==> config.mk <==
export PLATFORM = sky130hd
export DESIGN_NAME = uart_rx_mmio
export DESIGN_NICKNAME = d
export VERILOG_FILES = /design/src/rtl/uart_rx_mmio.sv
export SDC_FILE = /design/constraint.sdc
export NUM_CORES = 1
export LEC_CHECK = 0
export BUFFER_PORTS_ARGS = -buffer_cell sky130_fd_sc_hd__buf_2
export CORE_MARGIN = 2
export CORE_UTILIZATION = 43
export CTS_CLUSTER_DIAMETER = 30
export CTS_CLUSTER_SIZE = 14
export DETAILED_ROUTE_END_ITERATION = 16
export PLACE_DENSITY = 0.76
export SLEW_MARGIN = 20
export SYNTH_ARGS = -nofsm -noshare
export SYNTH_HDL_FRONTEND = slang
export SYNTH_SLANG_ARGS = --single-unit
==> constraint.sdc <==
create_clock -name clk -period 1.9 [get_ports clk]
set_input_delay 0.285 -clock clk [delete_from_list [all_inputs] [get_ports clk]]
set_output_delay 0.285 -clock clk [all_outputs]
set_load 0.02 [all_outputs]
==> src/rtl/uart_rx_mmio.sv <==
// Memory-mapped 8N1 UART receiver with RX_DATA (read pops) and RX_STAT (W1C flags) registers.
// Define UART_RX_FIFO_EN to get a FIFO_DEPTH-entry circular buffer instead of a single holding register.
`ifndef UART_DIV
`define UART_DIV 16
`endif
`ifndef XLEN
`define XLEN 32
`endif
`ifndef ADDR_W
`define ADDR_W 32
`endif
`ifndef IO_BASE_ADDR
`define IO_BASE_ADDR 32'h1000_0000
`endif
`ifndef IO_UART_RX_OFFSET
`define IO_UART_RX_OFFSET 32'h0000_0010
`endif
`ifndef IO_UART_RX_STAT_OFFSET
`define IO_UART_RX_STAT_OFFSET 32'h0000_0014
`endif

module uart_rx_mmio #(
  parameter int UART_DIV   = `UART_DIV,
  parameter int FIFO_DEPTH = 4
) (
  input  logic               clk,
  input  logic               rst,
  input  logic               mmio_req,
  input  logic               mmio_we,
  input  logic [`ADDR_W-1:0] mmio_addr,
  input  logic [`XLEN-1:0]   mmio_wdata,
  output logic [`XLEN-1:0]   mmio_rdata,
  output logic               mmio_ready,
  input  logic               uart_rx
);

  localparam int AW = `ADDR_W;
  localparam int XW = `XLEN;
  localparam logic [AW-1:0] RxDataAddr = AW'(`IO_BASE_ADDR + `IO_UART_RX_OFFSET);
  localparam logic [AW-1:0] RxStatAddr = AW'(`IO_BASE_ADDR + `IO_UART_RX_STAT_OFFSET);
  localparam logic [15:0]   HalfDiv    = 16'(UART_DIV / 2 - 1);
  localparam logic [15:0]   FullDiv    = 16'(UART_DIV - 1);

  typedef enum logic [1:0] {IDLE, START, DATA, STOP} state_e;

  state_e      state_q, state_d;
  logic [1:0]  rxSync_q;
  logic [15:0] divCnt_q, divCnt_d;
  logic [2:0]  bitIdx_q, bitIdx_d;
  logic [7:0]  shift_q, shift_d;
  logic        overrun_q, overrun_d;
  logic        frameErr_q, frameErr_d;

  logic       rxS;
  logic       push, frameSet, pop, pushOk;
  logic       dataRead, statWrite;
  logic       empty, full;
  logic [7:0] head;
  logic       unusedWdata;

  assign rxS         = rxSync_q[1];
  assign unusedWdata = ^{mmio_wdata[XW-1:3], mmio_wdata[0]};

  assign dataRead  = mmio_req && !mmio_we && (mmio_addr == RxDataAddr);
  assign statWrite = mmio_req &&  mmio_we && (mmio_addr == RxStatAddr);
  assign pop       = dataRead && !empty;
  // A pop on the same edge frees the slot, so a push into a full buffer still succeeds.
  assign pushOk    = push && (!full || pop);

  always_ff @(posedge clk) begin
    if (rst) begin
      state_q    <= IDLE;
      rxSync_q   <= 2'b11;
      divCnt_q   <= '0;
      bitIdx_q   <= '0;
      shift_q    <= '0;
      overrun_q  <= 1'b0;
      frameErr_q <= 1'b0;
    end else begin
      state_q    <= state_d;
      rxSync_q   <= {rxSync_q[0], uart_rx};
      divCnt_q   <= divCnt_d;
      bitIdx_q   <= bitIdx_d;
      shift_q    <= shift_d;
      overrun_q  <= overrun_d;
      frameErr_q <= frameErr_d;
    end
  end

  always_comb begin
    state_d  = state_q;
    divCnt_d = divCnt_q;
    bitIdx_d = bitIdx_q;
    shift_d  = shift_q;
    push     = 1'b0;
    frameSet = 1'b0;
    if (divCnt_q != 16'd0) begin
      divCnt_d = divCnt_q - 16'd1;
    end
    case (state_q)
      IDLE: begin
        if (!rxS) begin
          state_d  = START;
          divCnt_d = HalfDiv;
        end
      end
      START: begin
        if (divCnt_q == 16'd0) begin
          if (!rxS) begin
            state_d  = DATA;
            divCnt_d = FullDiv;
            bitIdx_d = 3'd0;
          end else begin
            state_d = IDLE;
          end
        end
      end
      DATA: begin
        if (divCnt_q == 16'd0) begin
          shift_d  = {rxS, shift_q[7:1]};
          divCnt_d = FullDiv;
          bitIdx_d = bitIdx_q + 3'd1;
          if (bitIdx_q == 3'd7) begin
            state_d = STOP;
          end
        end
      end
      STOP: begin
        if (divCnt_q == 16'd0) begin
          push     = rxS;
          frameSet = !rxS;
          state_d  = IDLE;
        end
      end
      default: state_d = IDLE;
    endcase
  end

  // Flag updates: the clear is applied first so a same-cycle error event wins.
  always_comb begin
    overrun_d  = overrun_q;
    frameErr_d = frameErr_q;
    if (statWrite && mmio_wdata[1]) overrun_d = 1'b0;
    if (statWrite && mmio_wdata[2]) frameErr_d = 1'b0;
    if (push && !pushOk) overrun_d = 1'b1;
    if (frameSet) frameErr_d = 1'b1;
  end

`ifdef UART_RX_FIFO_EN
  localparam int PW = $clog2(FIFO_DEPTH) + 1;

  logic [7:0]    mem_q [FIFO_DEPTH];
  logic [PW-1:0] wrPtr_q, wrPtr_d, rdPtr_q, rdPtr_d;

  assign empty = (wrPtr_q == rdPtr_q);
  assign full  = (wrPtr_q[PW-1] != rdPtr_q[PW-1]) && (wrPtr_q[PW-2:0] == rdPtr_q[PW-2:0]);
  assign head  = mem_q[rdPtr_q[PW-2:0]];

  always_comb begin
    wrPtr_d = wrPtr_q + PW'(pushOk);
    rdPtr_d = rdPtr_q + PW'(pop);
  end

  always_ff @(posedge clk) begin
    if (rst) begin
      wrPtr_q <= '0;
      rdPtr_q <= '0;
    end else begin
      wrPtr_q <= wrPtr_d;
      rdPtr_q <= rdPtr_d;
    end
  end

  always_ff @(posedge clk) begin
    if (pushOk) begin
      mem_q[wrPtr_q[PW-2:0]] <= shift_q;
    end
  end
`else
  localparam int unusedDepth = FIFO_DEPTH;

  logic [7:0] hold_q, hold_d;
  logic       holdVld_q, holdVld_d;

  assign empty = !holdVld_q;
  assign full  = holdVld_q;
  assign head  = hold_q;

  always_comb begin
    hold_d    = pushOk ? shift_q : hold_q;
    holdVld_d = holdVld_q;
    if (pop)    holdVld_d = 1'b0;
    if (pushOk) holdVld_d = 1'b1;
  end

  always_ff @(posedge clk) begin
    if (rst) begin
      hold_q    <= '0;
      holdVld_q <= 1'b0;
    end else begin
      hold_q    <= hold_d;
      holdVld_q <= holdVld_d;
    end
  end
`endif

  always_comb begin
    mmio_rdata = '0;
    if (mmio_req && !mmio_we) begin
      if (mmio_addr == RxDataAddr && !empty) begin
        mmio_rdata = XW'(head);
      end else if (mmio_addr == RxStatAddr) begin
        mmio_rdata = XW'({frameErr_q, overrun_q, !empty});
      end
    end
  end

  assign mmio_ready = mmio_req;

endmodule
==> flow_summary.ini, run 1 <==
[logic_synthesis]
yosysTopAreaCell = dfxtp_1
ys_seq_elements = 42
synthTopCellsByCount = dfxtp_1 (42), nor2_1 (29), buf_4 (28)
yosysWarnings = 0
synthFlopType = dfxtp_1
seq_area_frac_synth = 0.360
netlist_top_cells_area = dfxtp_1 (36%), buf_4 (9.0%), nor2_1 (4.7%), mux2i_1 (4.3%), a21oi_1 (4.1%)
yosysMostFrequentCell = dfxtp_1
synth.avg_cell_area_um2 = 8.68
ys_types = 44
syn_area_um2 = 2340
netlist_instances = 269
synth_edf_count = 0
synthArstFlopShare = 0
synth_top_area_share = 0.360

[worst_hold_path]
holdPathStages = 2
hp-class = in2reg

[setup_path]
crit_type = reg2reg
cpMaxStageDelayCell = or3_4
startpoint_type = flop
cp.required_ns = 2.07
rrSetupSlack_ns = 0.04
r2r.worst_path.cells = 6
crit_path_max_incr_delay_ns = 0.44
path_max_fanout = 4
crit_chain = nor4_4 > buf_4 > nand4_1 > or3_4 > mux2i_1 > nor2_1
arrival_ns = 2.03
end_kind = flop

[timing]
hold_viol_final = 0
max_freq_mhz = 539
period_minus_slack_ns = 1.86
tightestPinTransition_ns = 0.544
fin_skew_ns = 0.0101
setup_viol = 0
timing.final.crit_share = 0.976
drv_slew = 0
slew_headroom = 0.637
rsz0062_at_grt = yes

[die]
ios = 102
start_util = 0.452
die_w_um = 77.7
die_area_um2 = 6040
die_h_um = 77.7
coreArea_um2 = 5170
rows = 26

[cts]
clk_pin_slew_ns = 0.08
clock_latency_ns = 0.31
clock_path_buffers = 2
cts_hold_repair.buffers = 0
h-tree-depth = 2
cts_sinks = 42
cts_buffers = 5
cts_tree = built
clockRootBuffer = clkbuf_8

[power_and_ir_drop]
power.density_nw_per_um2 = 1320
vdd_drop_max_uv = 564
finalPower_mw = 3.86
p_leak_nw = 1.18

[global_routing]
grt_first_pass_wirelength_um = 8140
grt_use_met1 = 0.185
grt_pass1_vias = 1958
antenna_found_initial = 0
gr-total-overflow = 0
gr-usage-met3 = 0.0407
grt_max_degree = 31
grtUsageMet2 = 0.295
busiest_layer = met2
grt_usage = 0.165

[finish]
nets = 406
drive_gt1_frac = 0.330
antenna_cells = 0
stdcell_count = 403
fillerInstances = 472
syn2layout_area_growth_pct = 25.0

[status]
outcome = complete, no violations

[placed_design]
dp.cells = 391
portBuffers = 47
place_congestion = 0.869
place.detailed.hpwl_um = 3660

[job]
drv_cap = 0

[drt]
avgRoutedWirePerCell_um = 13.5
via_per_inst = 5.25
drt_iter0_markers = 103
dr.pass1.iters = 4
ant_nets = 0
wirelength_um = 5420
via_count = 2115
route.detailed.drc = 0
-- power breakdown --
group	total (mW)	internal, mW	switching, mW	leakage (nW)
combinational	2.03	1.01	1.01	0.801
sequential	1.23	1.04	0.193	0.342
clock	0.597	0.263	0.334	0.0408
total	3.86	2.32	1.54	1.18
-- critical path: cells and delay by family (launching register included) --
family / cells / cell delay [ns]
buffers and inverters: 1 / 0.17
DFF: 1 / 0.35
muxes: 1 / 0.17
and+or+nand+nor: 4 / 1.03
-- path summary, 6_finish.rpt --
kind               start          end
max reg2reg  divCnt_q[7]  bitIdx_q[0]
max          divCnt_q[7]  bitIdx_q[0]
min              uart_rx  rxSync_q[0]
min reg2reg  rxSync_q[0]  rxSync_q[1]
-- area by class of cell --
type / instances / area, um^2 / area share
clock inverters: 3 / 23.8 / 0.00814
inverters: 5 / 18.8 / 0.00643
well taps: 70 / 87.6 / 0.0300
repair buffers: 70 / 448 / 0.153
multi-input cells: 208 / 1430 / 0.490
flip-flops and latches: 42 / 842 / 0.288
clock buffers: 5 / 68.8 / 0.0236
-- registers in the layout (all words and copies together) (netlist names), named ones only --
| signal | flops |
|---|---|
| full | 1 |
| bitIdx_q | 3 |
| shift_q | 8 |
| frameErr_q | 1 |
| rxSync_q | 2 |
| state_q | 1 |
| overrun_q | 1 |
| divCnt_q | 16 |
| head | 8 |
-- logic make-up (layout without fill, tap and decap cells) --
| family | after synthesis | in the layout | share of synthesized area |
|---|---|---|---|
| AOI/OAI and AO/OA | 52 | 52 | 0.147 |
| DFF | 42 | 42 | 0.360 |
| other | 1 | 24 | 0.00161 |
| xor gates and xnor gates | 9 | 9 | 0.0337 |
| and+or+nand+nor | 108 | 108 | 0.265 |
| muxes | 10 | 10 | 0.0429 |
| adders and majority gates | 5 | 5 | 0.0268 |
| buffers and inverters | 42 | 83 | 0.123 |
-- repair_timing --
action                                  4_1_cts  5_1_grt
endpoints found under the setup margin        7       29
pin swaps                                     3       12
resized for setup                             3       32
setup buffers                                 1        3
-- layer usage --
layer / vias to the layer above / part of all wire
met5: - / 0
met4: 0 / 0.0096
met3: 4 / 0.072
met2: 89 / 0.50
met1: 985 / 0.42
li1: 1037 / -
-- placed cells by master (no fill, tap or decap), drive strengths merged, types with 2 or more instances in the layout --
cell      netlist  layout
o21ai          14      14
or3             6       6
and3            3       3
clkinvlp        0       2
nor4            9       9
nand2          13      13
o311a           2       2
nand2b          4       4
nor2           29      29
nand4          13      13
conb            1      24
a21oi          19      19
dfxtp          42      42
buf            31      70
o41a            2       2
clkbuf          6       5
ha              5       5
xnor2           8       8
or2             2       2
and4            2       2
a22oi           2       2
mux2i          10      10
nor2b           2       2
nand3           4       4
inv             5       6
a31oi           3       3
nor3            7       7
a211oi          4       4
nor4b           5       5
and2            8       8
-- stage by stage --
stage	instance area [um^2]	hold slack (ns)	TNS, ns	setup slack [ns]	util
floorplan	2420	0.389	0	0.00117	-
global placement	2630	0.393	-0.695	-0.0625	0.509
detailed placement	2630	0.399	-1.99	-0.179	0.509
CTS	2750	0.153	0	0.00679	0.531
global route	2920	0.148	-0.136	-0.0333	0.564
finish	2920	0.160	0	0.0448	0.564
(Power assumes the default switching activity.)
==> run 2, diff against run 1 <==
PLACE_DENSITY = 0.79   (was 0.76)
==> flow_summary.ini, run 2 (same netlist as run 1, synthesis figures left out) <==
[status]
outcome = complete, no violations

[cts]
clockRootBuffer = clkbuf_8
clock_latency_ns = 0.31
clock_path_buffers = 2
cts_buffers = 5
cts_tree = built
clk_pin_slew_ns = 0.08
cts_sinks = 42
cts_hold_repair.buffers = 0
h-tree-depth = 2

[global_routing]
gr-total-overflow = 0
grt_first_pass_wirelength_um = 7930
grt_usage = 0.164
grt_pass1_vias = 1813
grt_max_degree = 31
antenna_found_initial = 0

[die]
coreArea_um2 = 5170
die_h_um = 77.7
die_area_um2 = 6040
ios = 102
start_util = 0.452
die_w_um = 77.7
rows = 26

[worst_hold_path]
hp-class = in2reg

[drt]
dr.pass1.iters = 4
via_count = 2071
wirelength_um = 5210
ant_nets = 0
avgRoutedWirePerCell_um = 12.9
route.detailed.drc = 0
via_per_inst = 5.13
drt_iter0_markers = 84

[power_and_ir_drop]
power.density_nw_per_um2 = 1270
vdd_drop_max_uv = 710
p_leak_nw = 1.21

[placed_design]
place_congestion = 0.836
dpl_cell_area_um2 = 2610
place_ws_ns = -0.179
portBuffers = 47
dp.cells = 390
place.detailed.hpwl_um = 3650

[setup_path]
cp.required_ns = 1.62
path_max_fanout = 5
end_kind = output pin
arrival_ns = 1.58
crit_type = in2out
startpoint_type = input pin

[timing]
drv_slew = 0
max_freq_mhz = 535
fin_hold_ws_ns = 0.161
fin_skew_ns = 0.00742
setup_viol = 0
timing.final.crit_share = 0.984
slew_headroom = 0.652
rsz0062_at_grt = yes
tightestPinTransition_ns = 0.523
fin_ws_ns = 0.0306
period_minus_slack_ns = 1.87
hold_viol_final = 0

[job]
drv_cap = 0

[finish]
syn2layout_area_growth_pct = 28.0
largest_reg_flops = 16
final_area_um2 = 2990
stdcell_count = 404
fillerInstances = 443
drive_gt1_frac = 0.344
regMostFlops = divCnt_q
mostFrequentLayoutCells = dfxtp_1 (40), buf_2 (37), nor2_1 (29)
nets = 407
layout_commonest_cell = dfxtp_1
antenna_cells = 0
## run 2: cell count changes in the layout (fill, tap and decap cells not counted), moves of 3 or more
cell,delta
nor4_4,+3
buf_6,+8
buf_2,-5
o21ai_1,+3
nor4_2,-3
## run 2: metrics by stage
stage,setup TNS (ns),utilization,power (mW)
3_3_place_gp,-0.499,0.505,2.93
3_5_place_dp,-2.00,0.505,2.99
6_report,0,0.578,3.79
4_1_cts,-0.00147,0.531,3.64
5_1_grt,-0.205,0.578,4.09
2_1_floorplan,0,-,2.49
## run 2: routing by layer
metal	vias to the layer above	track usage	wire, um
li1	1046	-	-
met1	940	0.195	2300
met2	78	0.287	2500
met3	7	0.0244	310
met4	0	0.0768	92
met5	-	0	0
## run 2: final timing paths
path / from / to / slack (ns) / cells past startpoint
setup / recovery: mmio_addr[22] / mmio_rdata[4] / 0.03 / 7
hold / removal: uart_rx / rxSync_q[0] / 0.16 / 2
setup reg to reg: divCnt_q[10] / bitIdx_q[1] / 0.08 / 6
hold reg to reg: rxSync_q[0] / rxSync_q[1] / 0.42 / 1
## run 2: final cells by class
| class | instances | area, um^2 | share of cell area |
|---|---|---|---|
| tap | 70 | 87.6 | 0.0293 |
| clock inverter | 3 | 25.0 | 0.00837 |
| clock buffer | 5 | 68.8 | 0.0230 |
| multi-input combinational | 208 | 1460 | 0.488 |
| sequential | 42 | 843 | 0.282 |
| inverter | 5 | 18.8 | 0.00628 |
| timing repair buffer | 71 | 485 | 0.162 |
## run 2: repair_timing
action                                  CTS  global route
endpoints found under the hold margin     0             0
setup buffers                             2             3
resized for setup                         5            49
pin swaps                                 2            17
endpoints found under the setup margin    9            35
gates cloned                              0             1
## run 2: worst max-delay path: stages
cell and delay, ns:
buf_6 0.10, nor4_4 0.27, nand4_1 0.18, nor3_2 0.25, and3_4 0.25, and2_4 0.15, buf_6 0.11
## run 2: report_power, final
| part | internal (mW) | switching, mW | total, mW |
|---|---|---|---|
| registers | 1.04 | 0.187 | 1.23 |
| logic | 0.977 | 0.986 | 1.96 |
| clock network | 0.265 | 0.330 | 0.595 |
| total | 2.29 | 1.50 | 3.79 |
